==> src/rtl/cube_field_generator_if.sv <==
// Pixel, landing and status signals between the VGA/game logic and the cube field.
interface cube_field_generator_if #(
    parameter int unsigned ROWS = 4
);
    localparam int unsigned NCUBES = ROWS * (ROWS + 1) / 2;
    localparam int unsigned IDX_W  = (NCUBES > 1) ? $clog2(NCUBES) : 1;
    localparam int unsigned CNT_W  = $clog2(NCUBES + 1);

    logic [10:0]      x_cnt;
    logic [9:0]       y_cnt;
    logic [10:0]      x_offset;
    logic [9:0]       y_offset;
    logic [10:0]      qbert_x;
    logic [9:0]       qbert_y;
    logic             qbert_land;
    logic             level_clear;
    logic             top_face;
    logic             left_face;
    logic             right_face;
    logic             top_visited;
    logic [IDX_W-1:0] cube_idx;
    logic             land_ack;
    logic             fall;
    logic [CNT_W-1:0] visited_count;
    logic             level_done;

    modport master (
        output x_cnt, y_cnt, x_offset, y_offset, qbert_x, qbert_y, qbert_land, level_clear,
        input  top_face, left_face, right_face, top_visited, cube_idx,
               land_ack, fall, visited_count, level_done
    );

    modport slave (
        input  x_cnt, y_cnt, x_offset, y_offset, qbert_x, qbert_y, qbert_land, level_clear,
        output top_face, left_face, right_face, top_visited, cube_idx,
               land_ack, fall, visited_count, level_done
    );
endinterface

==> src/rtl/cube_field_generator.sv <==
// Q*bert pyramid renderer: 2-stage per-pixel face classification for every cube,
// plus a landing FSM that tracks visited cubes and level completion.
module cube_field_generator #(
    parameter int unsigned XHALF = 50,
    parameter int unsigned YHALF = 30,
    parameter int unsigned DEPTH = 60,
    parameter int unsigned ROWS  = 4,
    parameter int unsigned MODE  = 0
) (
    input  logic                  clk,
    input  logic                  reset,
    cube_field_generator_if.slave bus
);
    localparam int unsigned NCUBES = ROWS * (ROWS + 1) / 2;
    localparam int unsigned IDX_W  = (NCUBES > 1) ? $clog2(NCUBES) : 1;
    localparam int unsigned CNT_W  = $clog2(NCUBES + 1);
    localparam int unsigned CW     = 13;
    localparam int unsigned PW     = 26;
    localparam logic signed [PW-1:0] XY_S   = PW'(XHALF * YHALF);
    localparam logic signed [PW-1:0] SIDE_S = PW'(DEPTH * XHALF);
    localparam logic signed [CW-1:0] XH_S   = CW'(XHALF);

    typedef enum logic [1:0] {IDLE, LOOKUP, UPDATE, COMPLETE} state_e;

    function automatic int idx_of(input int r, input int c);
        return r * (r + 1) / 2 + c;
    endfunction

    logic signed [CW-1:0] cx_c [NCUBES];
    logic signed [CW-1:0] cy_c [NCUBES];
    logic [PW-1:0]        pa_d [NCUBES];
    logic [PW-1:0]        pb_d [NCUBES];
    logic [PW-1:0]        pa_q [NCUBES];
    logic [PW-1:0]        pb_q [NCUBES];
    logic [NCUBES-1:0]    dxn_d, dyn_d, dxl_d, dxr_d;
    logic [NCUBES-1:0]    dxn_q, dyn_q, dxl_q, dxr_q;
    logic [NCUBES-1:0]    top_c, left_c, right_c;

    // Per-cube centre, distance and product terms (stage 1) and face tests (stage 2).
    for (genvar r = 0; r < ROWS; r++) begin : g_row
        for (genvar c = 0; c <= r; c++) begin : g_col
            localparam int unsigned IDX = r * (r + 1) / 2 + c;
            localparam logic signed [CW-1:0] XOFF = CW'((2 * c - r) * int'(XHALF));
            localparam logic signed [CW-1:0] YOFF = CW'(r * int'(YHALF + DEPTH));
            logic signed [CW-1:0] dx, dy, adx, ady;
            logic signed [PW-1:0] thr, dyx;
            logic                 side;

            assign cx_c[IDX]  = $signed({2'b00, bus.x_offset}) + XOFF;
            assign cy_c[IDX]  = $signed({3'b000, bus.y_offset}) + YOFF;
            assign dx         = $signed({2'b00, bus.x_cnt}) - cx_c[IDX];
            assign dy         = $signed({3'b000, bus.y_cnt}) - cy_c[IDX];
            assign adx        = dx[CW-1] ? -dx : dx;
            assign ady        = dy[CW-1] ? -dy : dy;
            assign pa_d[IDX]  = PW'($unsigned(adx)) * PW'(YHALF);
            assign pb_d[IDX]  = PW'($unsigned(ady)) * PW'(XHALF);
            assign dxn_d[IDX] = dx[CW-1];
            assign dyn_d[IDX] = dy[CW-1];
            assign dxl_d[IDX] = (dx >= -XH_S);
            assign dxr_d[IDX] = (dx < XH_S);

            assign thr  = XY_S - $signed(pa_q[IDX]);
            assign dyx  = dyn_q[IDX] ? -$signed(pb_q[IDX]) : $signed(pb_q[IDX]);
            assign side = (thr < dyx) && (dyx <= thr + SIDE_S);
            assign top_c[IDX]   = (pa_q[IDX] + pb_q[IDX]) <= $unsigned(XY_S);
            assign left_c[IDX]  = !top_c[IDX] && dxn_q[IDX] && dxl_q[IDX] && side;
            assign right_c[IDX] = !top_c[IDX] && !dxn_q[IDX] && dxr_q[IDX] && side;
        end
    end

    // Stage 1 register: products and sign/range flags.
    always_ff @(posedge clk or negedge reset) begin
        if (!reset) begin
            for (int i = 0; i < NCUBES; i++) begin
                pa_q[i] <= '0;
                pb_q[i] <= '0;
            end
            dxn_q <= '0;
            dyn_q <= '0;
            dxl_q <= '0;
            dxr_q <= '0;
        end else begin
            for (int i = 0; i < NCUBES; i++) begin
                pa_q[i] <= pa_d[i];
                pb_q[i] <= pb_d[i];
            end
            dxn_q <= dxn_d;
            dyn_q <= dyn_d;
            dxl_q <= dxl_d;
            dxr_q <= dxr_d;
        end
    end

    logic [NCUBES-1:0] visited_q, visited_d;
    logic              win_top, win_left, win_right, win_vis;
    logic [IDX_W-1:0]  win_idx;

    // Front cube wins: scan rows upward, columns right-to-left, last hit kept.
    always_comb begin
        win_top   = 1'b0;
        win_left  = 1'b0;
        win_right = 1'b0;
        win_vis   = 1'b0;
        win_idx   = '0;
        for (int r = 0; r < int'(ROWS); r++) begin
            for (int c = r; c >= 0; c--) begin
                if (top_c[idx_of(r, c)] || left_c[idx_of(r, c)] || right_c[idx_of(r, c)]) begin
                    win_top   = top_c[idx_of(r, c)];
                    win_left  = left_c[idx_of(r, c)];
                    win_right = right_c[idx_of(r, c)];
                    win_vis   = visited_q[idx_of(r, c)];
                    win_idx   = IDX_W'(idx_of(r, c));
                end
            end
        end
    end

    logic             top_q, left_q, right_q, vis_q;
    logic [IDX_W-1:0] idx_q;

    always_ff @(posedge clk or negedge reset) begin
        if (!reset) begin
            top_q   <= 1'b0;
            left_q  <= 1'b0;
            right_q <= 1'b0;
            vis_q   <= 1'b0;
            idx_q   <= '0;
        end else begin
            top_q   <= win_top;
            left_q  <= win_left;
            right_q <= win_right;
            vis_q   <= win_vis;
            idx_q   <= win_idx;
        end
    end

    state_e           state_q, state_d;
    logic [10:0]      qx_q, qx_d;
    logic [9:0]       qy_q, qy_d;
    logic             hit_q, hit_d;
    logic [IDX_W-1:0] hidx_q, hidx_d;
    logic             ack_q, ack_d, fall_q, fall_d, done_q, done_d;
    logic [CNT_W-1:0] count_q, count_d;

    always_ff @(posedge clk or negedge reset) begin
        if (!reset) begin
            state_q   <= IDLE;
            qx_q      <= '0;
            qy_q      <= '0;
            hit_q     <= 1'b0;
            hidx_q    <= '0;
            ack_q     <= 1'b0;
            fall_q    <= 1'b0;
            done_q    <= 1'b0;
            count_q   <= '0;
            visited_q <= '0;
        end else begin
            state_q   <= state_d;
            qx_q      <= qx_d;
            qy_q      <= qy_d;
            hit_q     <= hit_d;
            hidx_q    <= hidx_d;
            ack_q     <= ack_d;
            fall_q    <= fall_d;
            done_q    <= done_d;
            count_q   <= count_d;
            visited_q <= visited_d;
        end
    end

    // Landing FSM; ack/fall are decided in LOOKUP so they show during UPDATE.
    always_comb begin
        state_d   = state_q;
        qx_d      = qx_q;
        qy_d      = qy_q;
        hit_d     = hit_q;
        hidx_d    = hidx_q;
        ack_d     = 1'b0;
        fall_d    = 1'b0;
        done_d    = done_q;
        count_d   = count_q;
        visited_d = visited_q;
        case (state_q)
            IDLE: begin
                if (bus.qbert_land) begin
                    qx_d    = bus.qbert_x;
                    qy_d    = bus.qbert_y;
                    state_d = LOOKUP;
                end
            end
            LOOKUP: begin
                hit_d  = 1'b0;
                hidx_d = '0;
                for (int i = 0; i < NCUBES; i++) begin
                    if (cx_c[i] == $signed({2'b00, qx_q}) && cy_c[i] == $signed({3'b000, qy_q})) begin
                        hit_d  = 1'b1;
                        hidx_d = IDX_W'(i);
                    end
                end
                ack_d   = hit_d;
                fall_d  = !hit_d;
                state_d = UPDATE;
            end
            UPDATE: begin
                if (hit_q) begin
                    if (MODE == 0) begin
                        if (!visited_q[hidx_q]) begin
                            visited_d[hidx_q] = 1'b1;
                            count_d           = count_q + CNT_W'(1);
                        end
                    end else begin
                        visited_d[hidx_q] = !visited_q[hidx_q];
                        count_d = visited_q[hidx_q] ? count_q - CNT_W'(1) : count_q + CNT_W'(1);
                    end
                end
                done_d  = (count_d == CNT_W'(NCUBES));
                state_d = done_d ? COMPLETE : IDLE;
            end
            COMPLETE: state_d = COMPLETE;
            default:  state_d = IDLE;
        endcase
        if (bus.level_clear) begin
            state_d   = IDLE;
            visited_d = '0;
            count_d   = '0;
            done_d    = 1'b0;
            ack_d     = 1'b0;
            fall_d    = 1'b0;
        end
    end

    assign bus.top_face      = top_q;
    assign bus.left_face     = left_q;
    assign bus.right_face    = right_q;
    assign bus.top_visited   = vis_q;
    assign bus.cube_idx      = idx_q;
    assign bus.land_ack      = ack_q;
    assign bus.fall          = fall_q;
    assign bus.visited_count = count_q;
    assign bus.level_done    = done_q;
endmodule

==> src/flat_wrapper.sv <==
// flat-port wrapper written by rule: the top's interface ports become plain ports
module cube_field_generator_flat 
#(
    parameter int unsigned XHALF = 50,
    parameter int unsigned YHALF = 30,
    parameter int unsigned DEPTH = 60,
    parameter int unsigned ROWS  = 4,
    parameter int unsigned MODE  = 0
)
  (clk, reset, bus_x_cnt, bus_y_cnt, bus_x_offset, bus_y_offset, bus_qbert_x, bus_qbert_y, bus_qbert_land, bus_level_clear, bus_top_face, bus_left_face, bus_right_face, bus_top_visited, bus_cube_idx, bus_land_ack, bus_fall, bus_visited_count, bus_level_done);
  cube_field_generator_if #(.ROWS(ROWS)) bus_i ();
  input  logic clk;
  input  logic reset;
  input wire logic [$bits(bus_i.x_cnt)-1:0] bus_x_cnt;
  input wire logic [$bits(bus_i.y_cnt)-1:0] bus_y_cnt;
  input wire logic [$bits(bus_i.x_offset)-1:0] bus_x_offset;
  input wire logic [$bits(bus_i.y_offset)-1:0] bus_y_offset;
  input wire logic [$bits(bus_i.qbert_x)-1:0] bus_qbert_x;
  input wire logic [$bits(bus_i.qbert_y)-1:0] bus_qbert_y;
  input wire logic [$bits(bus_i.qbert_land)-1:0] bus_qbert_land;
  input wire logic [$bits(bus_i.level_clear)-1:0] bus_level_clear;
  output wire logic [$bits(bus_i.top_face)-1:0] bus_top_face;
  output wire logic [$bits(bus_i.left_face)-1:0] bus_left_face;
  output wire logic [$bits(bus_i.right_face)-1:0] bus_right_face;
  output wire logic [$bits(bus_i.top_visited)-1:0] bus_top_visited;
  output wire logic [$bits(bus_i.cube_idx)-1:0] bus_cube_idx;
  output wire logic [$bits(bus_i.land_ack)-1:0] bus_land_ack;
  output wire logic [$bits(bus_i.fall)-1:0] bus_fall;
  output wire logic [$bits(bus_i.visited_count)-1:0] bus_visited_count;
  output wire logic [$bits(bus_i.level_done)-1:0] bus_level_done;
  assign bus_i.x_cnt = bus_x_cnt;
  assign bus_i.y_cnt = bus_y_cnt;
  assign bus_i.x_offset = bus_x_offset;
  assign bus_i.y_offset = bus_y_offset;
  assign bus_i.qbert_x = bus_qbert_x;
  assign bus_i.qbert_y = bus_qbert_y;
  assign bus_i.qbert_land = bus_qbert_land;
  assign bus_i.level_clear = bus_level_clear;
  assign bus_top_face = bus_i.top_face;
  assign bus_left_face = bus_i.left_face;
  assign bus_right_face = bus_i.right_face;
  assign bus_top_visited = bus_i.top_visited;
  assign bus_cube_idx = bus_i.cube_idx;
  assign bus_land_ack = bus_i.land_ack;
  assign bus_fall = bus_i.fall;
  assign bus_visited_count = bus_i.visited_count;
  assign bus_level_done = bus_i.level_done;
  cube_field_generator #(.XHALF(XHALF), .YHALF(YHALF), .DEPTH(DEPTH), .ROWS(ROWS), .MODE(MODE)) u_core (.clk(clk), .reset(reset), .bus(bus_i));
endmodule
==> config.mk <==
export PLATFORM = sky130hd
export DESIGN_NAME = cube_field_generator_flat
export DESIGN_NICKNAME = d
export VERILOG_FILES = /design/src/rtl/cube_field_generator_if.sv /design/src/rtl/cube_field_generator.sv /design/src/flat_wrapper.sv
export SDC_FILE = /design/constraint.sdc
export NUM_CORES = 2
export LEC_CHECK = 0
export ABC_AREA = 0
export ABC_CLOCK_PERIOD_IN_PS = 9000
export BUFFER_PORTS_ARGS = -buffer_cell sky130_fd_sc_hd__buf_2
export CAP_MARGIN = 40
export CORE_ASPECT_RATIO = 0.6
export CORE_UTILIZATION = 25
export DETAILED_ROUTE_END_ITERATION = 10
export PLACE_DENSITY = 0.38
export SKIP_LAST_GASP = 1
export SLEW_MARGIN = 5
export SYNTH_ARGS = -nofsm -noshare
export SYNTH_HDL_FRONTEND = slang
export SYNTH_SLANG_ARGS = --single-unit
==> constraint.sdc <==
create_clock -name clk -period 9 [get_ports clk]
set_input_delay 1.8 -clock clk [delete_from_list [all_inputs] [get_ports clk]]
set_output_delay 1.8 -clock clk [all_outputs]
set_load 0.005 [all_outputs]
==> impl_results.md <==
- Vias in the first global route: 45.4k
- Hold path startpoint: u_core.hit_q$_DFFE_PN0N_
- Nets: 8003
- Sequential fraction of the synthesis area: 12.1%
- Routed vias: 48.7k
- Mapped Avg Cell Area: 8.45 µm²
- DP Wirelength: 189000 µm
- Mapped cell area: 53800 µm²
- Starting Density: 25.3%
- Largest buffer count on any clock path: 3
- Yosys Warn Count: 0
- Core Area: 213000 µm²
- CTS clk-pin slew, worst paths: 0.07 ns
- CTS Buf Count: 36
- RSZ-0062 raised after global routing: yes
- Startpoint Class: input pin
- Total global routing overflow: 0
- Routed Antenna Nets: 0
- Final Setup Violations: 0
- RD Place Congestion: 0.915
- Syn Inst Count: 6374
- Hold endpoint: u_core.hit_q$_DFFE_PN0N_
- Synth unique cells: 113
- Drc violations: 0
- CTS HTree Levels: 2
- Number of clock sinks: 260
- R2r setup slk: 1.60 ns
- CTS root buffer: clkbuf_16
- CP bufs+invs: 4
- Final worst path period need: 8.40 ns
- Reg2reg start: u_core.pa_q[210]$_DFF_PN0_
- Largest net degree at the start of global routing: 119
- Top cell by count, worst path: a21oi_1
- Number of port buffers: 81
- GRT Resource Usage Total: 19.6%
- Via density: 5.10
- Measured slew at the worst slew-check pin: 1.00 ns
- Kind of cell adding the most delay to the critical path: compound AO/OA/AOI/OAI gates
- Top Ports: 82
- Final Hold Viols: 0
- Max Freq: 0.119 GHz
- Syn-to-layout area delta: 12.6%
- Cell depth of the worst hold path: 2
- First-pass GRT wire length: 317000 µm
- R2r worst-path depth: 23
- CTS tree: done
- Initial antenna violation count: 19
- Filler cell count: 22.8k
- CP arrival: 8.85 ns
- Register area: 6510 µm²
- Share of layout cells above drive strength 1: 7.32%
- Final Skew: 0.0555 ns
- Number of synthesized flops with an enable pin: 0
- Die Height: 361 µm
- Critical Path RT: 9.45 ns
- Clk_lat worst skew: 0.65 ns
- #FFs+latches synth: 260
- Crit path max-delay cell type: fa_1
- Die area: 217000 µm²
- Worst slew margin: 32.6%
- Drt pass-1 iters: 6
- CP max stage delay: 0.52 ns
- Worst R2R End: u_core.bus.left_face$_DFF_PN0_
- Crit path max fanout: 8
- Outcome: complete, no violations
- Setup TNS: 0 ns
- Setup crit end kind: flop
- WL per Instance: 22.9 µm
- Ys async rst share: 100%
- Crit Path Class: in -> reg
- Max-cap violation count: 0
- Fin. max-slew vios: 0
- Worst Hold Class: reg -> reg
- Area of the multi-input gates: 44800 µm²
- Row cnt: 131
- Period utilization: 93.3%
- CTS Hold Buffers Added: 0
- Commonest register cell after synthesis: dfrtp_1
- Die width: 601 µm
- Drt total wl: 218000 µm
- 1st-iter DRT viols: 4705
[cells by family after synthesis]
kind of cell	after synthesis	synth area share [%]
fa+ha+maj	1288	32.8
xor+xnor	811	13.2
mux	50	1.05
compound gates	1669	20.5
other cells	2	0.0139
buf+inv	690	4.92
flops	260	12.1
simple gates	1604	15.4
[through the flow]
step | cell area, µm² | instances | utilization (%) | hold slack [ns] | worst slack, ns
2_1_floorplan | 53900 | 6393 | - | 0.450 | 0.274
3_3_place_gp | 59200 | 9461 | 27.8 | 0.468 | -0.0562
3_5_place_dp | 59300 | 9469 | 27.8 | 0.480 | -0.122
4_1_cts | 60600 | 9534 | 28.4 | 0.495 | 0.481
5_1_grt | 60600 | 9538 | 28.4 | 0.521 | -0.0459
6_report | 60600 | 9541 | 28.4 | 0.488 | 0.599
[worst max-delay path by stage]
stage | from | end | slack, ns | cells after the start
after floorplan | bus_x_offset[1] | u_core.pa_q[225]$_DFF_PN0_ | 0.27 | 33
after global placement | bus_x_cnt[0] | u_core.pa_q[225]$_DFF_PN0_ | -0.06 | 33
after detailed placement | bus_x_offset[2] | u_core.pa_q[225]$_DFF_PN0_ | -0.12 | 33
after CTS | bus_x_offset[1] | u_core.pa_q[199]$_DFF_PN0_ | 0.48 | 33
after global routing | bus_x_offset[1] | u_core.pa_q[199]$_DFF_PN0_ | -0.05 | 33
final | bus_x_offset[1] | u_core.pa_q[199]$_DFF_PN0_ | 0.60 | 33
[per-layer routing]
metal / share of wire, % / GRT usage, % / vias up
met4: 0.97 / 2.06 / 0
li1: - / - / 23700
met1: 60 / 34.8 / 23600
met2: 32 / 22.5 / 1313
met5: 0 / 0 / -
met3: 7.4 / 4.04 / 91
[Yosys cell counts, types with 149 or more instances]
cell        n  share of area, %
fa_1      207               7.7
nand3_1   149               1.4
dfrtp_1   260                12
nand2_1   346               2.4
inv_1     586               4.1
nor2_1    343               2.4
o21ai_0   314               2.9
xnor2_1   538               8.8
nor3_1    167               1.6
xor2_1    271               4.4
ha_1     1077                25
a21oi_1   428               4.0
[worst register-to-register path, cell delays in order, from the launching register on]
cell,delay [ns]
dfrtp_1,0.56
ha_1,0.31
xnor2_1,0.54
inv_1,0.10
ha_1,0.24
a21boi_0,0.30
nor3_1,0.14
a21oi_1,0.36
o21a_1,0.21
and3_1,0.20
nand3_1,0.13
o21ai_1,0.68
ha_1,0.38
a21o_1,0.18
a221o_1,0.32
a221oi_1,0.52
nand3_1,0.13
o211ai_1,0.50
nand3_1,0.22
and3_1,0.31
or4bb_1,0.21
o211ai_1,0.09
a2111o_1,0.42
o211a_1,0.17
[cell type report]
cell class,count,area share (%)
inverters,600,3.71
diodes,3,0.0124
multi-input cells,5443,74.0
flip-flops and latches,260,10.7
well taps,2859,5.90
repair buffers,311,3.56
clock inverters,16,0.446
clock buffers,49,1.67
[cell usage in the layout (no fill, tap or decap), types with 37 or more instances in the layout]
master	Yosys	routed
a211oi_1	59	59
a21boi_0	44	44
a21o_1	133	133
a21oi_1	428	428
a31oi_1	56	56
and3_1	38	38
buf_2	6	81
buf_4	0	227
clkbuf_16	0	37
dfrtp_1	260	260
fa_1	207	207
ha_1	1077	1077
inv_1	586	586
nand2_1	346	346
nand2b_1	67	67
nand3_1	149	149
nand4_1	89	89
nor2_1	343	343
nor2b_1	73	73
nor3_1	167	167
nor4_1	75	73
o211ai_1	56	56
o21a_1	87	87
o21ai_0	314	308
o21bai_1	125	125
o31ai_1	60	60
or3_1	46	46
or4_1	42	42
xnor2_1	538	531
xor2_1	271	271
[sequential cells by signal (all words and copies together), names as in the netlist, 2 cells and up]
register,cells
u_core.pa_q,113
u_core.visited_q,10
u_core.state_q,2
u_core.dxn_q,7
u_core.dxr_q,7
u_core.qy_q,10
u_core.hidx_q,4
u_core.dyn_q,4
u_core.bus.cube_idx,4
u_core.bus.visited_count,4
u_core.dxl_q,7
u_core.pb_q,69
u_core.qx_q,11
[repair_timing]
action	CTS	global route
hold endpoints to repair	0	0
setup endpoints to repair	0	8
setup buffers	0	2
gates resized for setup	0	8
Power is left out: the tool's default activity adds up to more than one toggle a clock period on the data nets, which glitch-free logic cannot reach.
